--- config.mk ---
export PLATFORM = sky130hd
export DESIGN_NAME = hazard_scoreboard_ctrl
export DESIGN_NICKNAME = d
export VERILOG_FILES = /design/src/rtl/hazard_scoreboard_ctrl.sv
export SDC_FILE = /design/constraint.sdc
export NUM_CORES = 1
export LEC_CHECK = 0
export CAP_MARGIN = 20
export CORE_MARGIN = 1.5
export CORE_UTILIZATION = 55
export CTS_BUF_LIST = sky130_fd_sc_hd__clkbuf_4 sky130_fd_sc_hd__clkbuf_8
export DETAILED_ROUTE_END_ITERATION = 16
export PLACE_DENSITY = 0.89
export SETUP_SLACK_MARGIN = 0.15
export SLEW_MARGIN = 10
export SYNTH_ARGS = -nofsm -noshare
export SYNTH_HDL_FRONTEND = slang
export SYNTH_SLANG_ARGS = --single-unit
--- constraint.sdc ---
create_clock -name clk -period 6.5 [get_ports clk]
set_input_delay 0.65 -clock clk [delete_from_list [all_inputs] [get_ports clk]]
set_output_delay 0.65 -clock clk [all_outputs]
set_load 0.05 [all_outputs]
--- src/rtl/hazard_scoreboard_ctrl.sv ---
// hazard_scoreboard_ctrl: 5-stage hazard controller with a multi-cycle-unit register scoreboard.
// Optional perf counters are enabled with `define HAZARD_PERF_EN.
module hazard_scoreboard_ctrl #(
    parameter int DWIDTH = 32,
    parameter int NREG   = 32,
    parameter int RID_W  = $clog2(NREG),
    parameter int LAT_W  = 4
) (
    input  logic              clk,
    input  logic              rst,
    input  logic [RID_W-1:0]  id_rs1_id,
    input  logic [RID_W-1:0]  id_rs2_id,
    input  logic [RID_W-1:0]  id_rdst_id,
    input  logic              id_we,
    input  logic              id_mc_valid,
    input  logic [LAT_W-1:0]  id_mc_lat,
    input  logic [RID_W-1:0]  ex_rdst_id,
    input  logic              ex_re_dmem,
    input  logic              ex_jump_valid,
    input  logic [DWIDTH-1:0] if_pc,
    input  logic [DWIDTH-1:0] id_pc,
    input  logic [DWIDTH-1:0] ex_jpc,
    input  logic              mem_wait,
    output logic [1:0]        if_ctrl,
    output logic [1:0]        id_ctrl,
    output logic [1:0]        ex_ctrl,
    output logic [1:0]        mem_ctrl,
    output logic [1:0]        wb_ctrl,
    output logic              data_hazard,
    output logic              struct_hazard,
    output logic              control_hazard,
    output logic              mc_issue,
`ifdef HAZARD_PERF_EN
    output logic [31:0]       perf_stall_cnt,
    output logic [31:0]       perf_flush_cnt,
    output logic [31:0]       perf_mc_cnt,
`endif
    output logic [NREG-1:0]   rf_busy
);
    localparam logic [1:0] C_PIPE = 2'd0, C_STALL = 2'd1, C_FLUSH = 2'd2, C_JUMP = 2'd3;

    logic [LAT_W-1:0] r_cnt [NREG];
    logic [LAT_W-1:0] r_unit_cnt;
    logic [NREG-1:0]  w_busy;
    logic [LAT_W-1:0] w_lat;
    logic             w_load_use, w_raw, w_waw, w_dh, w_sh, w_ch, w_bypass;
    logic [9:0]       w_ctrl;

    always_comb begin
        w_busy = '0;
        for (int r = 1; r < NREG; r++) w_busy[r] = r_cnt[r] != '0;
    end

    assign w_lat      = (id_mc_lat == '0) ? LAT_W'(1) : id_mc_lat;
    assign w_load_use = ex_re_dmem && ((id_rs1_id != '0 && id_rs1_id == ex_rdst_id) ||
                                       (id_rs2_id != '0 && id_rs2_id == ex_rdst_id));
    assign w_raw      = w_busy[id_rs1_id] || w_busy[id_rs2_id];
    assign w_waw      = id_we && w_busy[id_rdst_id];
    assign w_dh       = w_load_use || w_raw || w_waw;
    assign w_sh       = id_mc_valid && r_unit_cnt != '0;
    assign w_ch       = ex_jump_valid && ex_jpc != id_pc;
    assign w_bypass   = ex_jpc == if_pc;

    // mem_wait outranks the jump, so a pending redirect simply re-evaluates once memory is ready
    assign w_ctrl = rst         ? {C_FLUSH, C_FLUSH, C_FLUSH, C_FLUSH, C_PIPE} :
                    mem_wait    ? {C_STALL, C_STALL, C_STALL, C_STALL, C_FLUSH} :
                    w_ch        ? {w_bypass ? C_PIPE : C_JUMP, w_bypass ? C_PIPE : C_FLUSH, C_FLUSH, C_PIPE, C_PIPE} :
                    w_dh | w_sh ? {C_STALL, C_STALL, C_FLUSH, C_PIPE, C_PIPE} :
                                  {5{C_PIPE}};
    assign {if_ctrl, id_ctrl, ex_ctrl, mem_ctrl, wb_ctrl} = w_ctrl;

    assign data_hazard    = !rst && w_dh;
    assign struct_hazard  = !rst && w_sh;
    assign control_hazard = !rst && w_ch;
    assign mc_issue       = id_mc_valid && ex_ctrl == C_PIPE && id_ctrl == C_PIPE && !rst && !mem_wait;
    assign rf_busy        = w_busy;

    // the unit runs on its own write port, so counters keep draining through mem_wait
    always_ff @(posedge clk) begin
        r_cnt[0] <= '0;
        for (int r = 1; r < NREG; r++) begin
            if (rst)
                r_cnt[r] <= '0;
            else if (mc_issue && id_we && id_rdst_id == RID_W'(r))
                r_cnt[r] <= w_lat;
            else if (r_cnt[r] != '0)
                r_cnt[r] <= r_cnt[r] - LAT_W'(1);
        end
        if (rst)
            r_unit_cnt <= '0;
        else if (mc_issue)
            r_unit_cnt <= w_lat;
        else if (r_unit_cnt != '0)
            r_unit_cnt <= r_unit_cnt - LAT_W'(1);
    end

`ifdef HAZARD_PERF_EN
    logic [31:0] r_perf_stall, r_perf_flush, r_perf_mc;

    always_ff @(posedge clk) begin
        if (rst) begin
            r_perf_stall <= '0;
            r_perf_flush <= '0;
            r_perf_mc    <= '0;
        end else begin
            if (w_dh || w_sh || mem_wait) r_perf_stall <= r_perf_stall + 32'd1;
            if (w_ch && !w_bypass)        r_perf_flush <= r_perf_flush + 32'd1;
            if (mc_issue)                 r_perf_mc    <= r_perf_mc + 32'd1;
        end
    end

    assign perf_stall_cnt = r_perf_stall;
    assign perf_flush_cnt = r_perf_flush;
    assign perf_mc_cnt    = r_perf_mc;
`endif
endmodule

==> summary.md <==
| Metric | Value |
|---|---|
| Slowest cell on the critical path | `nor3b_1` |
| GPL Wtd Cong | `0.975` |
| Clk_skew | `0.0159 ns` |
| LEAKAGE | `roughly 4.5 nW` |
| Largest net degree at the start of global routing | `100` |
| Netlist Area Pre-Place | `~10000 sq um` |
| Pwr Density | `about 430 nW/um^2` |
| Number of global-route vias before repair | `about 9300` |
| Total CTS buffers | `17` |
| Post-synthesis simple-gate area fraction | `0.258` |
| Ys flop type | `edfxtp_1` |
| GRT Util Overall | `0.319` |
| Seq/Total Area, Yosys | `0.377` |
| Post-synthesis mux area share | `0.0318` |
| Period utilization | `0.863` |
| Kind of critical path | `register to output pin` |
| Max cap viols | `0` |
| Residual DRC | `0` |
| Chip width | `around 140 um` |
| First-pass GRT wire length | `47800 um` |
| Worst slew pin tran | `around 1.1 ns` |
| CP arrival | `roughly 5.0 ns` |
| Status | `complete, no violations` |
| CTS tree | `done` |
| RSZ-0062 raised after global routing | `false` |
| Synth Warn # | `0` |
| Post-Syn Instances | `1132` |
| FP Rows | `49` |
| Clock Latency Late Sink | `0.48 ns` |
| Hold buffer count at cts | `0` |
| Slew headroom | `0.292` |
| Xor-xnor portion of the synthesized cell area | `0.0643` |
| Layout cells sized above 1 | `0.0751` |
| Filler cells | `1402` |
| Critical path cell sequence | `inv_1 > ha_1 > nor3b_1 > mux2i_1 > nand2_1 > o21ai_0 > o311ai_0 > nand4_1 > or4_1 > nor2_1 > clkdlybuf4s50_1` |
| Most common cell after layout, fill and taps aside | `clkdlybuf4s50_1` |
| Setup-failing EPs final | `0` |
| Fin. Hold Viols | `0` |
| Post-synth EDFFs | `124` |
| Worst EP required | `approximately 6 ns` |
| Ys async rst share | `0` |
| Gates resized, CTS repair | `0` |
| Ant diodes | `0` |
| H-tree level count | `4` |
| Largest family of logic cells by synthesized area | `simple AND/OR/NAND/NOR gates` |
| Critical path fanouts, max | `5` |
| Initial Util | `0.562` |
| Setup crit start kind | `register` |
| Nets@finish | `about 1400` |
| Ports | `around 170` |
| First-pass DRT Iterations | `6` |
| Port bufs | `170` |
| Via count | `between 9000 and 10000` |
| HPWL after detailed placement | `~23000 um` |
| Routed WL | `slightly above 30000 um` |
| Synthesis-to-layout area growth | `21.3%` |
| Total power | `5.29 mW` |
| Min-Delay Path Class | `register to register` |
| Die H | `138 um` |
| VDD IR max | `between 300 and 400 uV` |
| CTS clk-pin slew, worst paths | `about 0.080 ns` |
| Worst setup EP type | `output pin` |
| Grt ovf | `0` |
| Post-synthesis register bit count | `128` |
| Tmin final | `~5.6 ns` |
| Dpl ws | `approximately 1.3 ns` |
| Post-DRT Antenna Nets | `0` |
| Clk sinks | `approximately 130` |
| Setup TNS | `0 ns` |
| Most frequent cells in the layout | `169 x clkdlybuf4s50_1, 124 x edfxtp_1, 98 x inv_1` |
| Setup bufs post-CTS | `0` |
| Root buf cell | `clkbuf_8` |
| Yosys cell types | `64` |
| Synth Area in Compound Gates | `0.166` |
| Drt wl/cell | `20.5 um` |
| Die ar. | `between 15000 and 20000 sq um` |
| Clk buf depth | `2` |
| Slew Limit Fails | `0` |
| Initial antenna violation count | `0` |
| Synth Area in Adders | `0.0397` |
| Mapped Avg Cell Area | `between 8 and 9 sq um` |
| Avg Vias per Cell | `~6.4` |
| Crit-path max cell delay | `about 0.85 ns` |
| Final critical-path setup slack | `0.893 ns` |
| Total core area | `18000 sq um` |
| Drt initial violations | `about 1200` |
| Fmax | `roughly 180 MHz` |
==> per-stage QoR <==
stage               hold slack (ns)  instance area, sq um  instances   util
CTS                           0.507                 12200       1508  0.681
finish                        0.513                 12200       1508  0.681
floorplan                     0.457                 10100       1133      -
global placement              0.483                 11900       1476  0.660
detailed placement            0.497                 11900       1476  0.660
global route                  0.548                 12200       1508  0.681
==> power by group <==
part           switching [mW]  internal, mW  total [mW]  leakage (nW)
logic                    1.82          1.16        2.98          2.90
registers               0.246          1.39        1.64          1.43
clock network           0.339         0.335       0.674         0.180
total                    2.41          2.89        5.29          4.51
==> area by class of cell <==
type | count | area, sq um | area share
Inverter | 99 | 372 | 0.0304
Tap cell | 229 | 287 | 0.0234
Timing Repair Buffer | 176 | 1740 | 0.143
Clock buffer | 17 | 234 | 0.0191
Multi-Input combinational cell | 844 | 5650 | 0.462
Clock inverter | 15 | 146 | 0.0120
Sequential cell | 128 | 3800 | 0.311
==> final timing paths <==
kind | startpoint | endpoint | slack [ns] | depth (start not counted)
hold reg to reg | r_unit_cnt[2] | r_unit_cnt[2] | 0.51 | 2
setup / recovery | r_cnt[1][4] | mc_issue | 0.89 | 11
hold / removal | r_unit_cnt[2] | r_unit_cnt[2] | 0.51 | 2
setup reg to reg | r_cnt[1][4] | r_cnt[1][36] | 1.26 | 11
==> synthesized netlist by cell type (4+ instances only) <==
master / count / area, sq um
o21ai_0: 97 / 485
a31o_2: 12 / 105
o31ai_1: 16 / 120
mux4_2: 8 / 180
a21o_1: 21 / 158
nand2b_1: 39 / 244
nor3_1: 51 / 255
nand3b_1: 30 / 225
a211oi_1: 8 / 60.1
nor2_1: 66 / 248
or2_2: 26 / 163
nor4_1: 14 / 87.6
dfxtp_1: 4 / 80.1
clkbuf_1: 48 / 180
edfxtp_1: 124 / 3720
nand2_1: 37 / 139
buf_4: 6 / 45.0
nor2b_1: 10 / 62.6
nor3b_1: 30 / 225
or3_1: 89 / 557
inv_1: 98 / 368
nand3_1: 11 / 55.1
a21oi_1: 59 / 295
ha_1: 32 / 400
o22ai_1: 6 / 37.5
xnor2_1: 32 / 280
nand4_1: 16 / 100
mux2i_1: 14 / 140
buf_1: 4 / 15.0
o21ai_1: 15 / 75.1
and2_1: 4 / 25.0
xor2_1: 42 / 368
a41o_1: 11 / 110
==> per-layer routing <==
metal | vias up | wire length [um] | share of wire | track usage
met5 | - | 0 | 0 | 0
met4 | 0 | 1720 | 0.056 | 0.192
met3 | 117 | 3580 | 0.12 | 0.0807
met2 | 667 | 14500 | 0.47 | 0.522
met1 | 4394 | 11100 | 0.36 | 0.381
li1 | 4426 | - | - | -
==> registers in the layout, summed over array words and instances (netlist names) <==
register,flops
r_cnt,124
r_unit_cnt,4
==> cell families (layout without fill, tap and decap cells) <==
| family | after synthesis | in the layout |
|---|---|---|
| and+or+nand+nor | 443 | 443 |
| AOI/OAI and AO/OA | 271 | 271 |
| buffers and inverters | 161 | 307 |
| DFF | 128 | 128 |
| xor gates and xnor gates | 74 | 74 |
| adders and majority gates | 32 | 32 |
| muxes | 22 | 22 |
| other | 1 | 2 |
==> worst max-delay path: cells and delay by family, from the launching register on <==
kind	cells	cell delay [ns]
DFF	1	0.41
buffers and inverters	2	0.93
muxes	1	0.20
adders and majority gates	1	0.21
AOI/OAI and AO/OA	2	0.41
and+or+nand+nor	5	2.31
Note: power is estimated with default switching activity, not from simulation.
